File: src/rtl/mem_wb_stage.sv
// MEM/WB pipeline register and writeback select, driving the register-file write port and WB forwarding data.
// Optional retired-instruction counter enabled by defining WB_RETIRE_COUNT_EN.
module mem_wb_stage #(
  parameter int unsigned XLEN       = 32,
  parameter int unsigned REG_ADDR_W = 5,
  parameter int unsigned CNT_W      = 64
) (
  input  logic                  clk,
  input  logic                  rst,
  input  logic                  stall,
  input  logic                  flush,
  input  logic                  mem_valid,
  input  logic                  dm_read_enable,
  input  logic                  dm_write_enable,
  input  logic [XLEN-1:0]       dm_read_data,
  input  logic [XLEN-1:0]       dm_data_bypass,
  input  logic [XLEN-1:0]       pc_plus4,
  input  logic [1:0]            wb_sel,
  input  logic [REG_ADDR_W-1:0] rd_addr,
  input  logic                  rd_write_enable,
  output logic                  wb_valid,
  output logic                  rf_write_enable,
  output logic [REG_ADDR_W-1:0] rf_write_addr,
  output logic [XLEN-1:0]       rf_write_data,
  output logic                  ls_conflict_err,
  output logic [CNT_W-1:0]      retire_count
);

  logic            conflict_c;
  logic            live_c;
  logic            rd_we_c;
  logic [XLEN-1:0] wb_data_c;

  // Writeback value is selected ahead of the register so rf_write_data is a flop output.
  always_comb begin
    conflict_c = mem_valid & dm_read_enable & dm_write_enable;
    live_c     = mem_valid & ~conflict_c;
    rd_we_c    = rd_write_enable & ~dm_write_enable;
    wb_data_c  = '0;
    unique case (wb_sel)
      2'b00:   wb_data_c = dm_data_bypass;
      2'b01:   wb_data_c = dm_read_data;
      2'b10:   wb_data_c = pc_plus4;
      default: wb_data_c = '0;
    endcase
  end

  // Write strobe is precomputed at capture so it is registered together with its qualifiers.
  always_ff @(posedge clk) begin
    if (rst) begin
      wb_valid        <= 1'b0;
      rf_write_enable <= 1'b0;
      rf_write_addr   <= '0;
      rf_write_data   <= '0;
      ls_conflict_err <= 1'b0;
    end else if (flush) begin
      wb_valid        <= 1'b0;
      rf_write_enable <= 1'b0;
    end else if (!stall) begin
      wb_valid        <= live_c;
      rf_write_enable <= live_c & rd_we_c & (rd_addr != '0);
      rf_write_addr   <= rd_addr;
      rf_write_data   <= wb_data_c;
      if (conflict_c) begin
        ls_conflict_err <= 1'b1;
      end
    end
  end

`ifdef WB_RETIRE_COUNT_EN
  logic [CNT_W-1:0] cnt_q;

  // A stalled instruction retires once, on the edge it leaves WB.
  always_ff @(posedge clk) begin
    if (rst) begin
      cnt_q <= '0;
    end else if (wb_valid && !stall) begin
      cnt_q <= cnt_q + CNT_W'(1);
    end
  end

  assign retire_count = cnt_q;
`else
  assign retire_count = '0;
`endif

endmodule

File: config.mk
export PLATFORM = sky130hd
export DESIGN_NAME = mem_wb_stage
export DESIGN_NICKNAME = d
export VERILOG_FILES = /design/src/rtl/mem_wb_stage.sv
export SDC_FILE = /design/constraint.sdc
export NUM_CORES = 1
export LEC_CHECK = 0
export ABC_AREA = 1
export CORE_MARGIN = 1
export CORE_UTILIZATION = 36
export CTS_BUF_LIST = sky130_fd_sc_hd__clkbuf_16
export DETAILED_ROUTE_END_ITERATION = 7
export MAX_ROUTING_LAYER = met4
export PLACE_DENSITY = 0.87
export SKIP_CTS_REPAIR_TIMING = 1
export SYNTH_ARGS = -nofsm -noshare
export SYNTH_HDL_FRONTEND = slang
export SYNTH_SLANG_ARGS = --single-unit
File: constraint.sdc
create_clock -name clk -period 2 [get_ports clk]
set_input_delay 0.4 -clock clk [delete_from_list [all_inputs] [get_ports clk]]
set_output_delay 0.4 -clock clk [all_outputs]
set_load 0.03 [all_outputs]
==> results of run 1 <==
-- through the flow --
step	util	hold WS, ps	setup slack [ps]	std cells
after global placement	0.5581	441.0	188.7	628
final	0.5806	459.7	292.6	636
after global routing	0.5806	482.6	246.6	636
after floorplan	-	534.9	879.7	457
after detailed placement	0.5581	445.4	139.4	628
after CTS	0.5806	457.5	291.1	636
-- cells in the mapped netlist, drive strengths merged --
cell type / instances
nand3: 97
nand2: 102
nand4: 1
conb: 1
nor2: 7
clkbuf: 3
nor3: 1
dfxtp: 40
a21oi: 37
buf: 89
o21ai: 5
o31ai: 1
inv: 9
or2: 1
-- flip-flops by register name, indices dropped and copies added (netlist names) --
| signal | flops |
|---|---|
| wb_valid | 1 |
| ls_conflict_err | 1 |
| rf_write_addr | 5 |
| rf_write_data | 32 |
| rf_write_enable | 1 |
-- routing by layer --
metal  part of all wire  up-vias  global-route usage
li1                   -     1449                   -
met1               0.38     1342              0.2069
met2               0.53      151              0.3937
met3              0.084        4             0.04944
met4             0.0074        0             0.04692
met5                  0        -                   -
-- cell families after synthesis --
group / after synthesis / share of synthesized area
buffers and inverters: 101 / 0.2597
DFF: 40 / 0.2989
AOI/OAI and AO/OA: 43 / 0.08687
other: 1 / 0.001400
and+or+nand+nor: 209 / 0.3531
-- cell type report --
type,instances,area [sq um]
Timing Repair Buffer,164,1644
Clock buffer,5,125.1
Inverter,9,33.78
Clock inverter,3,37.54
Multi-Input combinational cell,316,1424
Tap cell,99,123.9
Sequential cell,40,800.8
Fill cell,674,3025
-- layout by cell type (no fill, tap or decap) --
cell type,count
inv_2,3
nor2_8,1
bufinv_16,1
nor3_1,1
or2_2,1
buf_4,11
o21ai_0,5
a21oi_1,33
clkinv_1,2
nand2_2,6
nor2_1,5
nand2_1,96
clkbuf_16,5
buf_12,3
nor2_4,1
nand4_1,1
o31ai_1,1
a21oi_2,4
clkdlybuf4s50_1,150
nand3_1,97
dfxtp_1,40
inv_1,6
conb_1,64
-- report_power, final --
part           internal [mW]  switching, mW  leakage, nW
Clock                  0.579          0.295       0.0789
Combinational          0.335          0.438         1.31
Sequential             0.832         0.0179        0.326
-- path summary, 6_finish.rpt --
| check | from | endpoint | slack (ps) |
|---|---|---|---|
| max | rf_write_data[7]$_SDFFE_PP0P_ | rf_write_data[7] | 290 |
| min | rf_write_enable$_SDFFE_PP0N_ | rf_write_enable$_SDFFE_PP0N_ | 460 |
| min reg2reg | rf_write_enable$_SDFFE_PP0N_ | rf_write_enable$_SDFFE_PP0N_ | 460 |
| max reg2reg | rf_write_addr[0]$_SDFFE_PP0P_ | rf_write_addr[0]$_SDFFE_PP0P_ | 1310 |
==> qor.csv, run 1 <==
stage,metric,value,unit
run_status,status,"complete, no violations",
layout,n_antenna_cell,0,
setup_path,endpoint_kind,primary output,
placement,dp_hpwl,6.256,mm
sta,period_share,0.8537,
setup_path,crit_family,buffers and inverters,
pwr,power,2.497,mW
route,wirelength,7.926,mm
global_routing,antenna_found_initial,0,
synth,netlist-cell-type-count,22,
synth,synth_cells,394,
floorplan,die_x,88.26,um
global_routing,grtUsageTotal,0.2047,
clocking,cts_tree,done,
placement,place_area,0.004026,sq mm
pwr,power.leakage,1.711,nW
sta,fin_skew,0,ps
synth,synth.ff_latch_count,40,
global_routing,grt-ovfl-total,0,
layout,syn2layout_area_growth,56.38,%
setup_path,worst-path-stages,1,
route,drc,0,
clocking,clock-sinks,40,
sta,report.final.hold_viol_count,0,
setup_path,critPathBufInv,1,
synth,synth_top_area_frac,0.2989,
floorplan,die_y,88.26,um
synth,synthTopCellsByArea,"dfxtp_1, buf_4, nand3_1",
clocking,clock_latency,280,ps
setup_path,crit_slowest_cell,clkdlybuf4s50_1,
hold_path,hold_depth,2,
synth,netlist_area,0.002679,sq mm
route,drt_iter0_drc,84,
placement,numPortBuffers,150,
setup_path,worstPathRequired,1600,ps
synth,yosysWarnings,0,
sta,setup_violations,0,
setup_path,critPathMaxFanout,2,
global_routing,grt_pass1_vias,2631,
synth,yosysSeqAreaShare,0.2989,
pwr,ir_worst_vdd,0.0003600,V
setup_path,cp_cell_sequence,clkdlybuf4s50_1,
synth,yosysTopAreaCell,dfxtp_1,
floorplan,initial_core_util,0.3713,
clocking,cts_buffer_depth,2,
sta,slew_viol_final,0,
clocking,path_clk_slew,60,ps
layout,final_layout_size_suffix_gt1_frac,0.06704,
layout,final_area,0.004189,sq mm
floorplan,rows,31,
sta,layout_min_cycle_time,1707,ps
clocking,htreeDepth,2,
clocking,cts_root_buf,clkbuf_16,
clocking,numCtsBuffers,5,
global_routing,grt_max_degree,33,
layout,finalNetCount,647,
route,drtAntennaViolNets,0,
floorplan,coreArea,0.007214,sq mm
route,drt-vias-per-instance,4.632,
route,first_pass_iters,4,
sta,rsz0062_at_grt,no,
setup_path,slowest_delay,690,ps
pwr,power.density,596.1,mW/mm^2
placement,place.gp.congestion,0.8038,
setup_path,path_class,flip-flop to primary output,
setup_path,critical_path_arrival,1310,ps
floorplan,io-pin-count,215,
route,post_drt_wl_per_cell,12.46,um
hold_path,hold_class,flip-flop to flip-flop,
setup_path,crit_path_start_kind,flip-flop,
synth,avgSynthCellArea,6.799,sq um
setup_path,r2r_cells,2,
floorplan,die_area,0.007790,sq mm
global_routing,grt_pass1_wl,11.94,mm
route,num_vias,2946,
sta,setup_tns,0,ps
sta,max_freq,0.5857,GHz
job,drv_cap,0,
(Power assumes the default switching activity.)
==> run 2, diff against run 1 <==
--- a/config.mk
+++ b/config.mk
@@ -12,6 +12,7 @@
 export DETAILED_ROUTE_END_ITERATION = 7
 export MAX_ROUTING_LAYER = met4
 export PLACE_DENSITY = 0.87
+export RECOVER_POWER = 100
 export SKIP_CTS_REPAIR_TIMING = 1
 export SYNTH_ARGS = -nofsm -noshare
 export SYNTH_HDL_FRONTEND = slang
==> qor.csv, run 2 (synthesized netlist as in run 1, its figures left out) <==
stage,metric,value,unit
floorplan,die_area,0.007790,sq mm
global_routing,grt_pass1_vias,2631,
hold_path,hold_class,flip-flop to flip-flop,
placement,place_ws,139.4,ps
global_routing,grt_pass1_wl,11.94,mm
floorplan,die_y,88.26,um
global_routing,grt_max_degree,33,
placement,dp_hpwl,6.256,mm
floorplan,initial_core_util,0.3713,
global_routing,antenna_found_initial,0,
global_routing,grtUsageTotal,0.2047,
layout,final_common_cell,clkdlybuf4s50_1,
sta,period_share,0.8834,
clocking,cts_root_buf,clkbuf_16,
layout,finalNetCount,647,
sta,report.final.hold_viol_count,0,
placement,place.gp.congestion,0.8038,
clocking,numCtsBuffers,5,
run_status,status,"complete, no violations",
layout,final_cell_mix,"clkdlybuf4s50_1, nand2_1, nand3_1, conb_1, dlygate4sd3_1",
clocking,htreeDepth,2,
sta,maxSlewHeadroom,0.6575,
sta,setup_tns,0,ps
route,first_pass_iters,4,
clocking,clock-sinks,40,
setup_path,critPathMaxFanout,2,
route,wirelength,7.886,mm
pwr,power.leakage,1.832,nW
route,drc,0,
sta,layout_min_cycle_time,1767,ps
clocking,clock_latency,280,ps
layout,final_area,0.004174,sq mm
layout,n_antenna_cell,0,
layout,regMostFlops,rf_write_data,
pwr,power,2.476,mW
route,num_vias,2934,
floorplan,rows,31,
sta,rsz0062_at_grt,no,
floorplan,io-pin-count,215,
setup_path,crit_family,buffers and inverters,
setup_path,reg2reg_slack,1300,ps
sta,slew_viol_final,0,
layout,final_cells,636,
placement,place_area,0.004026,sq mm
route,post_drt_wl_per_cell,12.40,um
route,drtAntennaViolNets,0,
clocking,cts_tree,done,
placement,numPortBuffers,150,
layout,syn2layout_area_growth,55.81,%
floorplan,coreArea,0.007214,sq mm
job,drv_cap,0,
clocking,cts_buffer_depth,2,
setup_path,crit_slowest_cell,dlygate4sd3_1,
clocking,path_clk_slew,60,ps
setup_path,path_class,flip-flop to primary output,
route,drt_iter0_drc,111,
setup_path,slowest_delay,760,ps
pwr,power.density,593.2,mW/mm^2
layout,final_layout_size_suffix_gt1_frac,0.05959,
sta,setup_violations,0,
setup_path,cp_cell_sequence,dlygate4sd3_1,
layout,largestRegisters,"rf_write_data (32), rf_write_addr (5)",
setup_path,critPathBufInv,1,
floorplan,die_x,88.26,um
setup_path,critical_path_arrival,1370,ps
route,drt-vias-per-instance,4.613,
sta,fin_ws,233.1,ps
layout,largest_reg_flops,32,
global_routing,grt-ovfl-total,0,
setup_path,endpoint_kind,primary output,
placement,placedCellCount,628,
sta,fin_skew,0,ps
sta,tightest_slew,513.7,ps
pwr,ir_worst_vdd,0.0003599,V
setup_path,crit_path_start_kind,flip-flop,
setup_path,worstPathRequired,1600,ps
sta,max_freq,0.5660,GHz
## run 2: cell type report
cell class	count	area, sq um
Timing Repair Buffer	164	1639
Clock buffer	5	125.1
Clock inverter	3	37.54
Fill cell	678	3040
Tap cell	99	123.9
Sequential cell	40	800.8
Inverter	9	33.78
Multi-Input combinational cell	316	1414
## run 2: final timing paths
kind | endpoint | start | cells past startpoint
setup / recovery | rf_write_data[7] | rf_write_data[7]$_SDFFE_PP0P_ | 1
hold reg to reg | rf_write_enable$_SDFFE_PP0N_ | rf_write_enable$_SDFFE_PP0N_ | 2
hold / removal | rf_write_enable$_SDFFE_PP0N_ | rf_write_enable$_SDFFE_PP0N_ | 2
setup reg to reg | rf_write_addr[0]$_SDFFE_PP0P_ | rf_write_addr[0]$_SDFFE_PP0P_ | 2
## run 2: per-stage QoR
step / hold WS, ps / utilization
finish: 454.8 / 0.5786
CTS: 457.5 / 0.5806
detailed placement: 445.4 / 0.5581
global placement: 441.0 / 0.5581
floorplan: 534.9 / -
global route: 480.0 / 0.5786
## run 2: metal layers
layer | vias to the layer above | share of wire | wire length [um] | track usage
met5 | - | 0 | 0 | -
met4 | 0 | 0.0075 | 59 | 0.04692
met3 | 4 | 0.084 | 664 | 0.04944
met2 | 150 | 0.53 | 4201 | 0.3937
met1 | 1331 | 0.38 | 2961 | 0.2069
li1 | 1449 | - | - | -
## run 2: power by group
part / total (mW) / switching [mW] / internal, mW
registers: 0.849 / 0.0164 / 0.832
logic: 0.756 / 0.436 / 0.320
clock network: 0.872 / 0.292 / 0.579
==> run 3, diff against run 2 <==
--- a/config.mk
+++ b/config.mk
@@ -17,3 +17,4 @@
 export SYNTH_ARGS = -nofsm -noshare
 export SYNTH_HDL_FRONTEND = slang
 export SYNTH_SLANG_ARGS = --single-unit
+export TNS_END_PERCENT = 50
==> results of run 3 <==
Final layout, timing and power as in run 2 (identical DEF).
